==> config.mk <==
export PLATFORM = sky130hd
export DESIGN_NAME = pwm_bank
export DESIGN_NICKNAME = d
export VERILOG_FILES = /design/src/rtl/pwm_bank.sv
export SDC_FILE = /design/constraint.sdc
export NUM_CORES = 1
export LEC_CHECK = 0
export BUFFER_PORTS_ARGS = -buffer_cell sky130_fd_sc_hd__clkbuf_2
export CAP_MARGIN = 20
export CORE_UTILIZATION = 63
export DETAILED_ROUTE_END_ITERATION = 8
export PLACE_DENSITY = 0.85
export REMOVE_ABC_BUFFERS = 1
export SLEW_MARGIN = 30
export SYNTH_ARGS = -nofsm -noshare
export SYNTH_HDL_FRONTEND = slang
export SYNTH_SLANG_ARGS = --single-unit
==> constraint.sdc <==
create_clock -name clk_i -period 6.3 [get_ports clk_i]
set_clock_uncertainty 0.15 [all_clocks]
set_input_delay 1.26 -clock clk_i [delete_from_list [all_inputs] [get_ports clk_i]]
set_output_delay 1.26 -clock clk_i [all_outputs]
set_load 0.01 [all_outputs]
==> src/rtl/pwm_bank.sv <==
// pwm_bank: NumChannels-wide PWM peripheral on the device bus with double-buffered
// period/duty registers that only take effect at a period boundary.
module pwm_bank #(
   parameter int NumChannels = 4,
   parameter int CtrWidth    = 8
) (
   input  logic                   clk_i,
   input  logic                   rst_ni,
   input  logic                   device_req_i,
   input  logic [31:0]            device_addr_i,
   input  logic                   device_we_i,
   input  logic [3:0]             device_be_i,
   input  logic [31:0]            device_wdata_i,
   output logic                   device_rvalid_o,
   output logic [31:0]            device_rdata_o,
   output logic [NumChannels-1:0] pwm_o
);
   logic [7:0]  w_ch;
   logic [1:0]  w_reg;
   logic [31:0] w_bmask;
   logic [31:0] w_rd;
   logic        w_wr;
   logic        w_unused;
   logic [NumChannels-1:0]               w_en;
   logic [NumChannels-1:0]               w_inv;
   logic [NumChannels-1:0][CtrWidth-1:0] w_p;
   logic [NumChannels-1:0][CtrWidth-1:0] w_d;
   logic [NumChannels-1:0][CtrWidth-1:0] w_cnt;
   logic        r_rvalid;
   logic [31:0] r_rdata;

   assign w_ch     = device_addr_i[11:4];
   assign w_reg    = device_addr_i[3:2];
   assign w_wr     = device_req_i & device_we_i;
   assign w_bmask  = {{8{device_be_i[3]}}, {8{device_be_i[2]}}, {8{device_be_i[1]}}, {8{device_be_i[0]}}};
   assign w_unused = ^{device_addr_i[31:12], device_addr_i[1:0]};

   // Out-of-range channel indices fall through with w_rd = 0
   always_comb begin
      w_rd = '0;
      for (int n = 0; n < NumChannels; n++)
         if (w_ch == 8'(n))
            w_rd = w_reg == 2'd0 ? {30'd0, w_inv[n], w_en[n]} :
                   w_reg == 2'd1 ? 32'(w_p[n]) :
                   w_reg == 2'd2 ? 32'(w_d[n]) : 32'(w_cnt[n]);
   end

   always_ff @(posedge clk_i or negedge rst_ni)
      if (!rst_ni) begin
         r_rvalid <= 1'b0;
         r_rdata  <= '0;
      end else begin
         r_rvalid <= device_req_i;
         r_rdata  <= (device_req_i && !device_we_i) ? w_rd : '0;
      end

   assign device_rvalid_o = r_rvalid;
   assign device_rdata_o  = r_rdata;

   for (genvar c = 0; c < NumChannels; c++) begin : g_ch
      logic                r_en;
      logic                r_inv;
      logic                r_pwm;
      logic [CtrWidth-1:0] r_p;
      logic [CtrWidth-1:0] r_d;
      logic [CtrWidth-1:0] r_pa;
      logic [CtrWidth-1:0] r_da;
      logic [CtrWidth-1:0] r_cnt;
      logic                w_hit;
      logic                w_load;
      logic [CtrWidth-1:0] w_p_new;
      logic [CtrWidth-1:0] w_d_new;

      assign w_hit   = w_wr && w_ch == 8'(c);
      // Active copies reload while idle and at every wrap
      assign w_load  = !r_en || r_cnt == r_pa;
      assign w_p_new = CtrWidth'((32'(r_p) & ~w_bmask) | (device_wdata_i & w_bmask));
      assign w_d_new = CtrWidth'((32'(r_d) & ~w_bmask) | (device_wdata_i & w_bmask));

      always_ff @(posedge clk_i or negedge rst_ni)
         if (!rst_ni) begin
            r_en  <= 1'b0;
            r_inv <= 1'b0;
            r_pwm <= 1'b0;
            r_p   <= '0;
            r_d   <= '0;
            r_pa  <= '0;
            r_da  <= '0;
            r_cnt <= '0;
         end else begin
            if (w_hit && w_reg == 2'd0 && device_be_i[0]) begin
               r_en  <= device_wdata_i[0];
               r_inv <= device_wdata_i[1];
            end
            if (w_hit && w_reg == 2'd1) r_p <= w_p_new;
            if (w_hit && w_reg == 2'd2) r_d <= w_d_new;
            if (w_load) begin
               r_pa <= r_p;
               r_da <= r_d;
            end
            r_cnt <= w_load ? '0 : r_cnt + CtrWidth'(1);
            r_pwm <= r_en ? (r_cnt < r_da) ^ r_inv : r_inv;
         end

      assign w_en[c]  = r_en;
      assign w_inv[c] = r_inv;
      assign w_p[c]   = r_p;
      assign w_d[c]   = r_d;
      assign w_cnt[c] = r_cnt;
      assign pwm_o[c] = r_pwm;
   end
endmodule

==> summary.txt, run 1 <==
Status
  – Status: completed

Yosys
  – Ys flop type: dfrtp_1
  – Synth unique cells: 52
  – Post-synth EDFFs: 0
  – Synthesized area: 9200 um2
  – Synth warn: 0
  – Mean post-synth cell area: 12.4 um2
  – Async set or reset register ratio after synthesis: 1.00
  – Sequential share of the synthesized area: 0.492
  – Seq cells post-synth: 181
  – Synth Instances: 741

Global route
  – Largest net degree at the start of global routing: 118
  – First-pass GRT wire length: 32900 um
  – Met3 Usage GRT: 0.0590
  – GR Layer Usage met2: 0.476
  – GRT met1 Usage: 0.398
  – Global Route Usage Sum: 0.298
  – Global route hottest layer: met2
  – Vias in the first global route: 6102
  – Antenna violations before repair: 0
  – Total gr overflow: 0

STA
  – Final Cycle Share: 0.571
  – Setup tns final: 0 ns
  – Rel. slew slack: 0.377
  – Least-Margin Pin Slew: 0.911 ns
  – Final Hold Fails: 0
  – Final setup viols: 0
  – RSZ-0062 raised after global routing: no
  – Maximum clock rate: 278 MHz
  – Final Max Tran Viols: 0
  – Tmin final: 3.60 ns

Layout
  – Most frequent cells in the layout: dfrtp_1 (181), mux2_2 (120), nor2_1 (47)
  – Final core utilization: 0.711
  – Nets: 868
  – Synth-to-layout area growth: 8.54%
  – Inserted Diodes: 0
  – Most common cell after layout, fill and taps aside: dfrtp_1
  – Share of cells above drive strength 1: 0.306

Worst setup path
  – Crit. End Element: flop
  – Critical-path top delay cell: a2111oi_0
  – Worst path max stage delay: 0.80 ns
  – Crit start category: input pin
  – CP max FO: 18
  – Cell chain of the critical path: clkbuf_2, nand2b_1, o22a_1, o21ai_0, a2111oi_0
  – Worst EP arrival: 3.70 ns
  – CP required: 6.40 ns
  – Worst Setup Path Type: input pin to flop

Clock network
  – Clock-pin slew on the worst setup and hold paths: 0.07 ns
  – CTS tree: done
  – Setup bufs post-CTS: 0
  – Clk buf depth: 2
  – Sinks on Clock Net: 181
  – Cts hold-fix bufs: 0
  – Clock Root Buffer: clkbuf_16
  – Total CTS buffers: 17
  – Clk_lat worst skew: 0.44 ns
  – H-Tree Depth: 4
  – # resized after CTS: 0

Floorplanning
  – Core area: 14000 um2
  – Die Span Y: 123 um
  – Die W: 123 um
  – FP Rows: 43
  – Initial core utilization: 0.655
  – Die area: 15100 um2
  – I/O pins: 109

Routing
  – Drt first pass iters: 5
  – Via density: 6.34
  – Vias: 6064
  – Initial drt markers: 520
  – Antenna viol nets, final: 0
  – # DRC: 0
  – Drt wl/cell: 21.5 um
  – WL final: 20600 um

Hold path
  – Hold/Removal Path Class: flop to flop

Power
  – Total power draw: 2.35 mW
  – Lkg Pwr: 4.74 nW
  – PD cells: 235 nW/um2
  – Peak supply drop: 0.190 mV

Placement
  – Detailed Place HPWL: 13900 um
  – Placer Congestion: 0.882
  – Port-buffer cells: 35

Flow run
  – MaxCap Viol Count: 0
## power by group
part           switching (mW)  internal [mW]  total, mW
registers             0.00319           1.17       1.17
logic                  0.0810         0.0304      0.111
clock network           0.457          0.610       1.07
total                   0.541           1.81       2.35
## area by class of cell
class                           count  area [um2]
Clock buffer                       19         453
Fill cell                         894        4050
Tap cell                          180         225
Sequential cell                   181        4530
Multi-Input combinational cell    492        4310
Timing Repair Buffer               36         193
Clock inverter                     13         148
Inverter                           36         135
## final timing paths
kind,endpoint,startpoint,slack (ns),depth (start not counted)
worst max-delay path,device_rdata_o[2],device_addr_i[2],2.70,5
worst min-delay path,g_ch[2].r_da[3],g_ch[2].r_da[3],0.36,1
worst max register to register,g_ch[2].r_pa[4],g_ch[2].r_cnt[3],4.00,4
worst min register to register,g_ch[2].r_da[3],g_ch[2].r_da[3],0.36,1
max in group asynchronous,g_ch[3].r_cnt[7],rst_ni,3.94,2
min in group asynchronous,g_ch[2].r_pwm,rst_ni,0.73,1
## critical path, delay by kind of cell
kind            cells  cell delay, ns
compound gates      3            1.18
simple gates        1            0.79
buf+inv             1            0.46
## stage by stage
step                      cell area (um2)  instances  hold slack [ns]  setup WS (ns)
final                                9990        957            0.358           2.70
after global routing                 9990        957            0.371           2.65
after CTS                            9980        957            0.361           2.83
after detailed placement             9380        925            0.346           2.40
after global placement               9350        925            0.342           2.44
after floorplan                      8920        709            0.331           3.31
## Yosys cell counts, types with 8 or more instances
| cell | count | share of area |
|---|---|---|
| nand3_1 | 23 | 0.013 |
| o22a_1 | 9 | 0.0086 |
| mux4_2 | 9 | 0.022 |
| xnor2_1 | 42 | 0.040 |
| ha_1 | 32 | 0.044 |
| nand2b_1 | 11 | 0.0075 |
| nand4_1 | 10 | 0.0068 |
| inv_1 | 36 | 0.015 |
| mux2_4 | 16 | 0.026 |
| mux2_2 | 120 | 0.15 |
| dfrtp_1 | 181 | 0.49 |
| buf_4 | 30 | 0.024 |
| xor2_1 | 15 | 0.014 |
| a211oi_1 | 8 | 0.0065 |
| nand2_1 | 12 | 0.0049 |
| buf_2 | 16 | 0.0087 |
| a21oi_1 | 11 | 0.0060 |
| nor2_1 | 47 | 0.019 |
## layer usage
metal	routed length [um]	vias up	share of wire
met3	1280	44	0.062
met1	8550	3124	0.41
met5	0	-	0
met2	10200	237	0.50
li1	-	2659	-
met4	555	0	0.027
## cell families (layout without fill, tap and decap cells)
| group | count (synthesis) | after routing | synth area share |
|---|---|---|---|
| buf+inv | 91 | 104 | 0.0542 |
| xor+xnor | 58 | 58 | 0.0560 |
| flops | 181 | 181 | 0.492 |
| simple gates | 146 | 146 | 0.0861 |
| mux | 146 | 146 | 0.196 |
| fa+ha+maj | 32 | 32 | 0.0435 |
| other cells | 1 | 24 | 0.000407 |
| compound gates | 86 | 86 | 0.0715 |
Note: power is estimated with default switching activity, not from simulation.
==> inputs of run 2 (changes only) <==
CORE_UTILIZATION = 59   (was 63)
PLACE_DENSITY = 0.81   (was 0.85)
clock period = 3.61 ns   (was 6.3 ns; I/O delays follow)
==> summary.txt, run 2 (synthesis gave the netlist of run 1 again) <==
Status
  – Status: completed (unchanged)

Worst setup path
  – Worst Setup Path Type: input pin to flop (unchanged)
  – CP max FO: 15 (was 18)
  – RR Endpoint: g_ch[1].r_pa[3] (was g_ch[2].r_pa[4])
  – R2R Path Start: g_ch[1].r_cnt[5] (was g_ch[2].r_cnt[3])
  – CP required: 3.70 ns (was 6.40 ns)
  – Worst EP arrival: 2.78 ns (was 3.70 ns)
  – R2r worst-path depth: 5 (was 4)
  – Crit start category: input pin (unchanged)
  – Flop-to-flop setup slack: 1.20 ns (was 4.00 ns)
  – Crit. End Element: flop (unchanged)

Routing
  – # DRC: 0 (unchanged)
  – Vias: 6169 (was 6064)
  – Via density: 6.29 (was 6.34)
  – Antenna viol nets, final: 0 (unchanged)
  – Drt wl/cell: 21.9 um (was 21.5 um)
  – WL final: 21400 um (was 20600 um)
  – Drt first pass iters: 5 (unchanged)
  – Initial drt markers: 578 (was 520)

Clock network
  – Sinks on Clock Net: 181 (unchanged)
  – H-Tree Depth: 4 (unchanged)
  – Clock Root Buffer: clkbuf_16 (unchanged)
  – Clk_lat worst skew: 0.44 ns (about the same)
  – Cts hold-fix bufs: 0 (unchanged)
  – Total CTS buffers: 17 (unchanged)
  – # resized after CTS: 0 (unchanged)
  – Clk buf depth: 2 (unchanged)
  – Clock-pin slew on the worst setup and hold paths: 0.07 ns (about the same)
  – CTS tree: done (unchanged)
  – Setup bufs post-CTS: 0 (unchanged)

Hold path
  – Hold/Removal Path Class: input pin to async pin (was flop to flop)

Placement
  – Detailed Place HPWL: 14800 um (was 13900 um)
  – DP Area: 9490 um2 (was 9380 um2)
  – Dpl cells: 949 (was 925)
  – Port-buffer cells: 35 (unchanged)
  – Post-Place Setup Slack: 0.572 ns (was 2.40 ns)
  – Placer Congestion: 0.861 (was 0.882)

Power
  – Total power draw: 4.27 mW (was 2.35 mW)
  – Peak supply drop: 0.350 mV (was 0.190 mV)
  – Lkg Pwr: 4.83 nW (was 4.74 nW)
  – PD cells: 421 nW/um2 (was 235 nW/um2)

Floorplanning
  – I/O pins: 109 (unchanged)
  – Die Span Y: 127 um (was 123 um)
  – Die area: 16100 um2 (was 15100 um2)
  – Core area: 15200 um2 (was 14000 um2)
  – Die W: 127 um (was 123 um)
  – Initial core utilization: 0.605 (was 0.655)
  – FP Rows: 45 (was 43)

STA
  – Rel. slew slack: 0.411 (was 0.377)
  – Hold Slack: 0.0989 ns (was 0.358 ns)
  – Final setup margin: 0.920 ns (was 2.70 ns)
  – Final Max Tran Viols: 0 (unchanged)
  – Tmin final: 2.69 ns
  – Final setup viols: 0 (unchanged)
  – RSZ-0062 raised after global routing: no (unchanged)
  – Final Hold Fails: 0 (unchanged)
  – Final Cycle Share: 0.745
  – Maximum clock rate: 372 MHz
  – Setup tns final: 0 ns (unchanged)
  – Least-Margin Pin Slew: 0.861 ns (was 0.911 ns)

Layout
  – Final core utilization: 0.667 (was 0.711)
  – Inserted Diodes: 0 (unchanged)
  – Synth-to-layout area growth: 10.2% (was 8.54%)
  – Nets: 884 (was 868)
  – Most common cell after layout, fill and taps aside: dfrtp_1 (unchanged)
  – Most frequent cells in the layout: dfrtp_1 (181), mux2_2 (120), nor2_1 (47) (unchanged)
  – Post-layout instance area: 10100 um2 (was 9990 um2)
  – Fin cells: 980 (was 957)
  – Share of cells above drive strength 1: 0.318 (was 0.306)

Global route
  – Global Route Usage Sum: 0.290 (was 0.298)
  – First-pass GRT wire length: 35100 um (was 32900 um)
  – Largest net degree at the start of global routing: 87 (was 118)
  – Antenna violations before repair: 0 (unchanged)
  – Vias in the first global route: 6521 (was 6102)
  – Total gr overflow: 0 (unchanged)

Flow run
  – MaxCap Viol Count: 0 (unchanged)
## run 2: cell type report
type                    instances  area (um2)
multi-input cells             492        4280
well taps                     188         235
inverters                      36         135
clock inverters                13         205
clock buffers                  18         439
flip-flops and latches        181        4530
repair buffers                 52         322
fillers                      1050        5060
## run 2: how the worst max path moves through the flow
stage,from,endpoint,slack [ns],cells after the start
floorplan,device_addr_i[9],flop,1.16,4
global placement,device_addr_i[2],device_rdata_o[2],0.72,6
detailed placement,device_addr_i[2],device_rdata_o[2],0.57,6
CTS,device_addr_i[2],device_rdata_o[2],1.0,6
global route,device_addr_i[2],device_rdata_o[2],0.86,6
finish,device_addr_i[2],device_rdata_o[2],0.92,6
## run 2: critical path: stages
cell and delay, ns:
clkbuf_2 0.42, nand2b_1 0.29, buf_4 0.25, o22a_1 0.15, o21ai_0 0.12, a2111oi_0 0.82
## run 2: power breakdown
part	switching (mW)	internal [mW]	total [mW]
Sequential	0.00564	2.04	2.04
Clock	0.785	1.24	2.03
Combinational	0.144	0.0624	0.206
## run 2: per-layer routing
metal,track usage,up-vias,part of all wire
met5,0,-,0
li1,-,2693,-
met1,0.369,3141,0.41
met4,0.117,0,0.035
met2,0.480,271,0.49
met3,0.0696,64,0.066
==> inputs of run 3 (changes only) <==
clock period = 2.7 ns   (was 3.61 ns; I/O delays follow)
==> summary.txt, run 3 (synthesis gave the netlist of run 1 again) <==
Status
  – Status: completed (unchanged)

Worst setup path
  – CP required: 2.81 ns (was 3.70 ns)
  – Cell chain of the critical path: clkbuf_2, nor4_4, nand3_1, or3_4, a2111oi_0 (was clkbuf_2, nand2b_1, buf_4, o22a_1, o21ai_0, a2111oi_0)
  – Critical-path top delay cell: a2111oi_0 (unchanged)
  – Crit path buffers/inverters: 1 (was 2)
  – Worst EP arrival: 2.44 ns (was 2.78 ns)
  – Worst path max stage delay: 0.60 ns (was 0.82 ns)
  – Critical path's top delay family: simple AND/OR/NAND/NOR gates (was compound AO/OA/AOI/OAI gates)
  – Crit start category: input pin (unchanged)
  – Worst Setup Path Type: input pin to flop (unchanged)
  – Crit. End Element: flop (unchanged)
  – CP max FO: 6 (was 15)

Clock network
  – Clock Root Buffer: clkbuf_16 (unchanged)
  – Clk buf depth: 2 (unchanged)
  – Clk_lat worst skew: 0.44 ns (about the same)
  – Total CTS buffers: 17 (unchanged)
  – H-Tree Depth: 4 (unchanged)
  – Sinks on Clock Net: 181 (unchanged)
  – CTS tree: done (unchanged)
  – Clock-pin slew on the worst setup and hold paths: 0.06 ns (was 0.07 ns)

Global route
  – First-pass GRT wire length: 35100 um (about the same)
  – Global Route Usage Sum: 0.289 (was 0.290)
  – Antenna violations before repair: 0 (unchanged)
  – Largest net degree at the start of global routing: 68 (was 87)
  – Total gr overflow: 0 (unchanged)
  – Vias in the first global route: 6449 (was 6521)

STA
  – Final Max Tran Viols: 0 (unchanged)
  – RSZ-0062 raised after global routing: no (unchanged)
  – Least-Margin Pin Slew: 0.734 ns (was 0.861 ns)
  – Tmin final: 2.33 ns
  – Setup tns final: 0 ns (unchanged)
  – Maximum clock rate: 429 MHz
  – Final setup viols: 0 (unchanged)
  – Rel. slew slack: 0.498 (was 0.411)
  – Final Hold Fails: 0 (unchanged)
  – Final Cycle Share: 0.864

Placement
  – Dpl cells: 969 (was 949)
  – Placer Congestion: 0.937 (was 0.861)
  – Port-buffer cells: 35 (unchanged)
  – DP Area: 9660 um2 (was 9490 um2)
  – Detailed Place HPWL: 15200 um (was 14800 um)

Layout
  – Most common cell after layout, fill and taps aside: dfrtp_1 (unchanged)
  – Most frequent cells in the layout: dfrtp_1 (181), mux2_2 (120), nor2_1 (47) (unchanged)
  – Share of cells above drive strength 1: 0.334 (was 0.318)
  – Inserted Diodes: 0 (unchanged)
  – Synth-to-layout area growth: 11.7% (was 10.2%)
  – FILL cells: 1023 (was 1050)
  – Fin cells: 1002 (was 980)
  – Post-layout instance area: 10300 um2 (was 10100 um2)
  – Nets: 905 (was 884)

Routing
  – Vias: 6160 (was 6169)
  – Drt first pass iters: 6 (was 5)
  – Via density: 6.15 (was 6.29)
  – Initial drt markers: 484 (was 578)
  – # DRC: 0 (unchanged)
  – Antenna viol nets, final: 0 (unchanged)
  – WL final: 21300 um (was 21400 um)
  – Drt wl/cell: 21.2 um (was 21.9 um)

Hold path
  – Hold/Removal Path Class: input pin to flop (was input pin to async pin)

Floorplanning
  – Die area: 16100 um2 (unchanged)
  – Initial core utilization: 0.605 (unchanged)
  – Die Span Y: 127 um (unchanged)
  – I/O pins: 109 (unchanged)
  – FP Rows: 45 (unchanged)
  – Die W: 127 um (unchanged)
  – Core area: 15200 um2 (unchanged)

Power
  – PD cells: 543 nW/um2 (was 421 nW/um2)
  – Total power draw: 5.58 mW (was 4.27 mW)
  – Peak supply drop: 0.477 mV (was 0.350 mV)
  – Lkg Pwr: 4.92 nW (was 4.83 nW)

Flow run
  – MaxCap Viol Count: 0 (unchanged)
-- run 3: changes by cell type in the layout (fill, tap and decap cells not counted), sizes merged --
cell / before / now
buf: 18 / 38
bufinv: 5 / 3
clkbuf: 52 / 54
clkinvlp: 3 / 4
dlygate4sd3: 0 / 1
-- run 3: metrics by stage --
| stage | hold slack [ns] | utilization | worst slack, ns |
|---|---|---|---|
| finish | 0.177 | 0.676 | 0.368 |
| global route | 0.182 | 0.676 | 0.165 |
| CTS | 0.161 | 0.676 | 0.433 |
| detailed placement | 0.347 | 0.635 | -0.0154 |
| global placement | 0.345 | 0.635 | 0.0714 |
| floorplan | 0.0944 | - | 0.285 |
-- run 3: timing repair --
action / CTS / global route
hold endpoints to repair: 61 / 0
setup buffers: 0 / 0
setup endpoints to repair: 0 / 0
hold buffers: 1 / 0
resized for setup: 0 / 0
-- run 3: worst reg2reg max path, stage by stage, from the launching register on --
cell     delay, ns
dfrtp_1       0.50
xnor2_1       0.23
nand4_1       0.13
o21ai_2       0.39
buf_4         0.26
mux2_2        0.35
-- run 3: per-layer routing --
metal | vias to the layer above | track usage | routed length, um | share of wire
li1 | 2737 | - | - | -
met1 | 3151 | 0.376 | 9110 | 0.43
met2 | 217 | 0.469 | 10400 | 0.49
met3 | 55 | 0.0565 | 1020 | 0.048
met4 | 0 | 0.133 | 745 | 0.035
met5 | - | 0 | 0 | 0
-- run 3: area by class of cell --
cell class	count	area [um2]	share of cell area
tap	188	235	0.0229
multi-input combinational	492	4270	0.416
clock inverter	12	153	0.0149
clock buffer	20	457	0.0444
timing repair buffer	73	494	0.0481
sequential	181	4530	0.441
inverter	36	135	0.0132
-- run 3: path summary, 6_finish.rpt --
| kind | slack, ns | to | startpoint | cells past startpoint |
|---|---|---|---|---|
| hold reg to reg | 0.36 | g_ch[0].r_da[1] | g_ch[0].r_da[1] | 1 |
| max in group asynchronous | 1.17 | async pin | rst_ni | 3 |
| hold / removal | 0.18 | device_rvalid_o | device_req_i | 1 |
| setup / recovery | 0.37 | device_rdata_o[2] | device_addr_i[9] | 5 |
| setup reg to reg | 0.57 | g_ch[0].r_pa[6] | g_ch[0].r_cnt[2] | 5 |
| min in group asynchronous | 0.50 | g_ch[1].r_cnt[4] | rst_ni | 2 |
-- run 3: power by group --
group          leakage [nW]  switching (mW)  internal (mW)
registers              2.53         0.00768           2.72
logic                  2.10           0.193         0.0958
clock network         0.288            1.06           1.50
total                  4.92            1.26           4.32
